### config.mk
export PLATFORM = sky130hd
export DESIGN_NAME = mac_sequencer
export DESIGN_NICKNAME = d
export VERILOG_FILES = /design/src/rtl/mac_sequencer.sv
export SDC_FILE = /design/constraint.sdc
export NUM_CORES = 1
export LEC_CHECK = 0
export CAP_MARGIN = 20
export CORE_MARGIN = 2
export CORE_UTILIZATION = 55
export CTS_BUF_LIST = sky130_fd_sc_hd__clkbuf_8
export CTS_CLUSTER_DIAMETER = 80
export DETAILED_ROUTE_END_ITERATION = 8
export MAX_ROUTING_LAYER = met4
export PLACE_DENSITY = 0.74
export SLEW_MARGIN = 25
export SYNTH_ARGS = -nofsm -noshare
export SYNTH_HDL_FRONTEND = slang
export SYNTH_SLANG_ARGS = --single-unit
export TNS_END_PERCENT = 20
### constraint.sdc
create_clock -name clk -period 6.6 [get_ports clk]
set_input_delay 0.66 -clock clk [delete_from_list [all_inputs] [get_ports clk]]
set_output_delay 0.66 -clock clk [all_outputs]
set_load 0.02 [all_outputs]
### src/rtl/mac_sequencer.sv
// Buffers N pixel/weight pairs, streams them into an external MAC one per cycle,
// then presents the MAC's accumulated Q8.8 dot product until the consumer takes it.
module mac_sequencer #(
    parameter int unsigned N  = 9,
    parameter int unsigned DW = 16
) (
    input  logic          clk,
    input  logic          reset,
    input  logic          load_valid,
    output logic          load_ready,
    input  logic [DW-1:0] load_pixel,
    input  logic [DW-1:0] load_weight,
    output logic [DW-1:0] mac_pixel,
    output logic [DW-1:0] mac_weight,
    output logic          mac_clear,
    input  logic [DW-1:0] mac_result,
    output logic          out_valid,
    input  logic          out_ready,
    output logic [DW-1:0] out_data
);

    localparam int unsigned IW = (N > 1) ? $clog2(N) : 1;
    localparam logic [IW-1:0] IDX_LAST = IW'(N - 1);

    localparam logic [1:0] S_LOAD = 2'd0;
    localparam logic [1:0] S_RUN  = 2'd1;
    localparam logic [1:0] S_DONE = 2'd2;

    logic [1:0]    state_q, state_d;
    logic [IW-1:0] idx_q, idx_d;
    logic [DW-1:0] pix_q [N];
    logic [DW-1:0] pix_d [N];
    logic [DW-1:0] wgt_q [N];
    logic [DW-1:0] wgt_d [N];

    logic in_load, in_run, in_done, load_fire;

    assign in_load   = (state_q == S_LOAD) && !reset;
    assign in_run    = (state_q == S_RUN)  && !reset;
    assign in_done   = (state_q == S_DONE) && !reset;
    assign load_fire = load_valid && load_ready;

    // Interface outputs decode directly from state; reset forces the safe values.
    assign load_ready = in_load;
    assign mac_clear  = reset || (state_q == S_LOAD);
    assign mac_pixel  = in_run  ? pix_q[idx_q] : '0;
    assign mac_weight = in_run  ? wgt_q[idx_q] : '0;
    assign out_valid  = in_done;
    assign out_data   = in_done ? mac_result : '0;

    // Next-state, index and buffer-write logic.
    always_comb begin
        state_d = state_q;
        idx_d   = idx_q;
        pix_d   = pix_q;
        wgt_d   = wgt_q;
        case (state_q)
            S_LOAD: begin
                if (load_fire) begin
                    pix_d[idx_q] = load_pixel;
                    wgt_d[idx_q] = load_weight;
                    if (idx_q == IDX_LAST) begin
                        idx_d   = '0;
                        state_d = S_RUN;
                    end else begin
                        idx_d = idx_q + IW'(1);
                    end
                end
            end
            S_RUN: begin
                if (idx_q == IDX_LAST) begin
                    idx_d   = '0;
                    state_d = S_DONE;
                end else begin
                    idx_d = idx_q + IW'(1);
                end
            end
            S_DONE: begin
                if (out_ready) begin
                    state_d = S_LOAD;
                end
            end
            default: begin
                state_d = S_LOAD;
                idx_d   = '0;
            end
        endcase
    end

    always_ff @(posedge clk) begin
        if (reset) begin
            state_q <= S_LOAD;
            idx_q   <= '0;
        end else begin
            state_q <= state_d;
            idx_q   <= idx_d;
        end
    end

    // Pair buffer carries no reset; every batch rewrites all N entries before RUN.
    always_ff @(posedge clk) begin
        pix_q <= pix_d;
        wgt_q <= wgt_d;
    end

endmodule

==> impl_metrics.py <==
metrics = {
    "setup_path": {
        "cp_max_fo": 77,
        "cp.arrival_ns": 3.63,
        "critPathKind": "flip-flop to output pin",
        "path_cells": "buf_12 -> nor3_4 -> buf_4 -> a211o_1 -> and3_1 -> clkdlybuf4s50_1",
        "cp_slowest_cell": "dfxtp_4",
        "critPathBufInv": 3,
        "slowest_delay_ns": 0.99,
        "critPathTopFamily": "buffers and inverters",
        "end_kind": "output pin",
        "rr_worst_depth": 3,
        "startpoint_type": "flip-flop",
        "crit_cells": 6,
        "r2r_slack_ns": 4.05,
        "rr_startpoint": "idx_q[2]$_SDFFE_PP0P_",
        "reg2reg_to": "pix_q[140]$_DFFE_PP_",
        "critPathRequiredTime_ns": 5.94,
    },
    "sta": {
        "hold-worst-slack_ns": 0.509,
        "fin_crit_sh": 0.651,
        "worst_pin_slew_ns": 1.00,
        "max_freq_ghz": 0.233,
        "rsz0062_at_grt": "false",
        "slew_headroom": 0.333,
        "drv_slew": 0,
        "fin_setup_tns_ns": 0,
        "setup_viol": 0,
        "skew_ns": 0.0203,
        "fin_crit_ns": 4.29,
        "hold_viol_final": 0,
    },
    "floorplanning": {
        "die_w_um": 150,
        "die_area_mm2": 0.0225,
        "rows": 53,
        "design.core.area_mm2": 0.0210,
        "fp.dieH_um": 150,
        "initial_core_util": 0.559,
        "ios": 103,
    },
    "power_and_ir_drop": {
        "ir_worst_vdd_v": 0.000173,
        "leakage_nw": 4.51,
        "switching_share": 0.212,
        "combPwrFrac": 0.050,
        "clkPwrFrac": 0.371,
        "powerDensity_mw_per_mm2": 264,
        "p_int_mw": 2.85,
        "p_seq_frac": 0.580,
        "p_sw_uw": 767,
    },
    "worst_hold_path": {
        "hold_path_class": "flip-flop to flip-flop",
        "hp-start": "idx_q[3]$_SDFFE_PP0P_",
        "hold-path-endpoint": "idx_q[3]$_SDFFE_PP0P_",
        "whs_path_depth": 2,
    },
    "finish": {
        "nets": 831,
        "fill_cells": 1480,
        "final_util": 0.654,
        "diodes": 0,
        "layout-drive-gt1-share": 0.0901,
        "area_delta_synth_final_pct": 16.9,
    },
    "clocking": {
        "cts.repair.resized": 0,
        "cts_sinks": 294,
        "clockBufferDepth": 3,
        "cts_hold_buf": 0,
        "cts.clk_slew.worst_paths_ns": 0.06,
        "clock_latency_ns": 0.54,
        "cts_root_buf": "clkbuf_8",
        "cts_tree": "yes",
        "numCtsBuffers": 45,
        "cts_setup_buffers": 0,
        "htree_levels": 2,
    },
    "logic_synthesis": {
        "synth.avg_cell_area_um2": 17.6,
        "synth-edff-count": 288,
        "ys_warn_count": 0,
        "synthSimpleGateAreaFrac": 0.0421,
        "synthArstFlopShare": 0,
        "synthMuxAreaShare": 0.110,
        "ys_top_cells_by_area": "edfxtp_1 74%, mux2i_1 11%, a211o_1 2.5%, o221ai_1 2.4%, and3_1 1.7%",
        "ys_seq_area_frac": 0.748,
        "synth.largest_area_cell": "edfxtp_1",
        "synthXorXnorAreaFrac": 0,
        "synth_common_cells": "288 x edfxtp_1, 129 x mux2i_1, 34 x a211o_1",
        "synth_top_family_by_area": "multiplexers",
        "ys_seq_elements": 294,
        "syn-num-nets": 723,
        "synth.most_common_cell": "edfxtp_1",
        "synth_compound_area_frac": 0.0705,
        "synthCells": 667,
        "ys.flop_type": "edfxtp_1",
        "synthDistinctLibCells": 30,
        "synth_top_area_share": 0.738,
        "synth_area_mm2": 0.0117,
        "synthAdderAreaFrac": 0.00427,
    },
    "drt": {
        "routed_wirelength_mm": 23.6,
        "num_vias": 6460,
        "viasPerCell": 5.95,
        "ant_nets": 0,
        "routedWlPerCell_um": 21.8,
        "drcViolationCount": 0,
        "first_pass_iters": 4,
        "dr.first_iter.drc_count": 474,
    },
    "global_route": {
        "grt_max_degree": 78,
        "grt_pass1_wl_mm": 35.7,
        "grt_antenna_before_repair": 0,
        "overflow": 0,
        "grt_pass1_vias": 6568,
        "grt_usage": 0.217,
    },
    "placement": {
        "hpwl_mm": 11.9,
        "portBuffers": 102,
        "gp_congestion": 0.817,
    },
    "run_status": {
        "status": "finished, final reports clean",
    },
    "run": {
        "maxCapViolCount": 0,
    },
}
-- layer usage --
| metal | global-route usage | vias up | part of all wire |
|---|---|---|---|
| li1 | - | 2921 | - |
| met1 | 0.268 | 3312 | 0.41 |
| met2 | 0.372 | 198 | 0.52 |
| met3 | 0.0396 | 29 | 0.054 |
| met4 | 0.0566 | 0 | 0.012 |
| met5 | - | - | 0 |
-- power groups by stage --
stage                     Combinational [mW]  Sequential, mW  Clock, mW
after CTS                              0.181            2.10       1.36
after floorplan                        0.124            2.11          0
after global routing                   0.195            2.10       1.45
final                                  0.180            2.10       1.34
after global placement                 0.173            2.13          0
after detailed placement               0.179            2.13          0
-- state kept, by name, summed over array words and instances, names as in the netlist --
| signal | count |
|---|---|
| pix_q | 144 |
| state_q | 2 |
| idx_q | 4 |
| wgt_q | 144 |
-- cell usage in the layout (no fill, tap or decap), drive strengths merged, types with 3 or more instances in the layout --
master	count
a211o	34
a21oi	4
and2	25
and3	32
buf	5
clkbuf	46
clkdlybuf4s50	102
clkinv	19
dfxtp	6
edfxtp	288
ha	4
inv	20
mux2i	129
nand2	6
nand2b	3
nor2	6
nor3	6
o221ai	32
o22ai	32
-- worst max-delay path by stage --
stage | to | startpoint | slack, ns
detailed placement | mac_weight[4] | reset | 2.76
CTS | mac_pixel[4] | idx_q[0]$_SDFFE_PP0P_ | 2.30
floorplan | pix_q[0]$_DFFE_PP_ | idx_q[0]$_SDFFE_PP0P_ | 2.70
global placement | mac_pixel[5] | reset | 2.83
global route | mac_pixel[10] | idx_q[0]$_SDFFE_PP0P_ | 2.17
finish | mac_weight[12] | idx_q[0]$_SDFFE_PP0P_ | 2.31
-- logic make-up after synthesis --
kind of cell    Yosys count
buf+inv                  50
flops                   294
fa+ha+maj                 4
compound gates          106
simple gates             84
mux                     129
-- per-stage QoR --
step | worst slack [ns] | total power [mW] | cell area [um2] | std cells
2_1_floorplan | 2.70 | 2.24 | 11700 | 667
3_3_place_gp | 2.83 | 2.31 | 12900 | 1003
3_5_place_dp | 2.76 | 2.31 | 12900 | 1003
4_1_cts | 2.30 | 3.64 | 13700 | 1085
5_1_grt | 2.17 | 3.74 | 13700 | 1085
6_report | 2.31 | 3.62 | 13700 | 1085
-- worst register-to-register path, stage by stage, from the launching register on --
cell and delay (ns):
dfxtp_1 0.40, or2_4 0.56, nor2_1 0.34, and2_2 0.84
-- layout make-up --
| cell class | instances | area, um2 | share of cell area |
|---|---|---|---|
| flip-flops and latches | 294 | 8780 | 0.640 |
| multi-input cells | 323 | 2700 | 0.197 |
| repair buffers | 107 | 1070 | 0.0781 |
| clock buffers | 46 | 633 | 0.0462 |
| well taps | 275 | 344 | 0.0251 |
| clock inverters | 36 | 171 | 0.0125 |
| inverters | 4 | 15.0 | 0.00110 |
(Power assumes the default switching activity.)
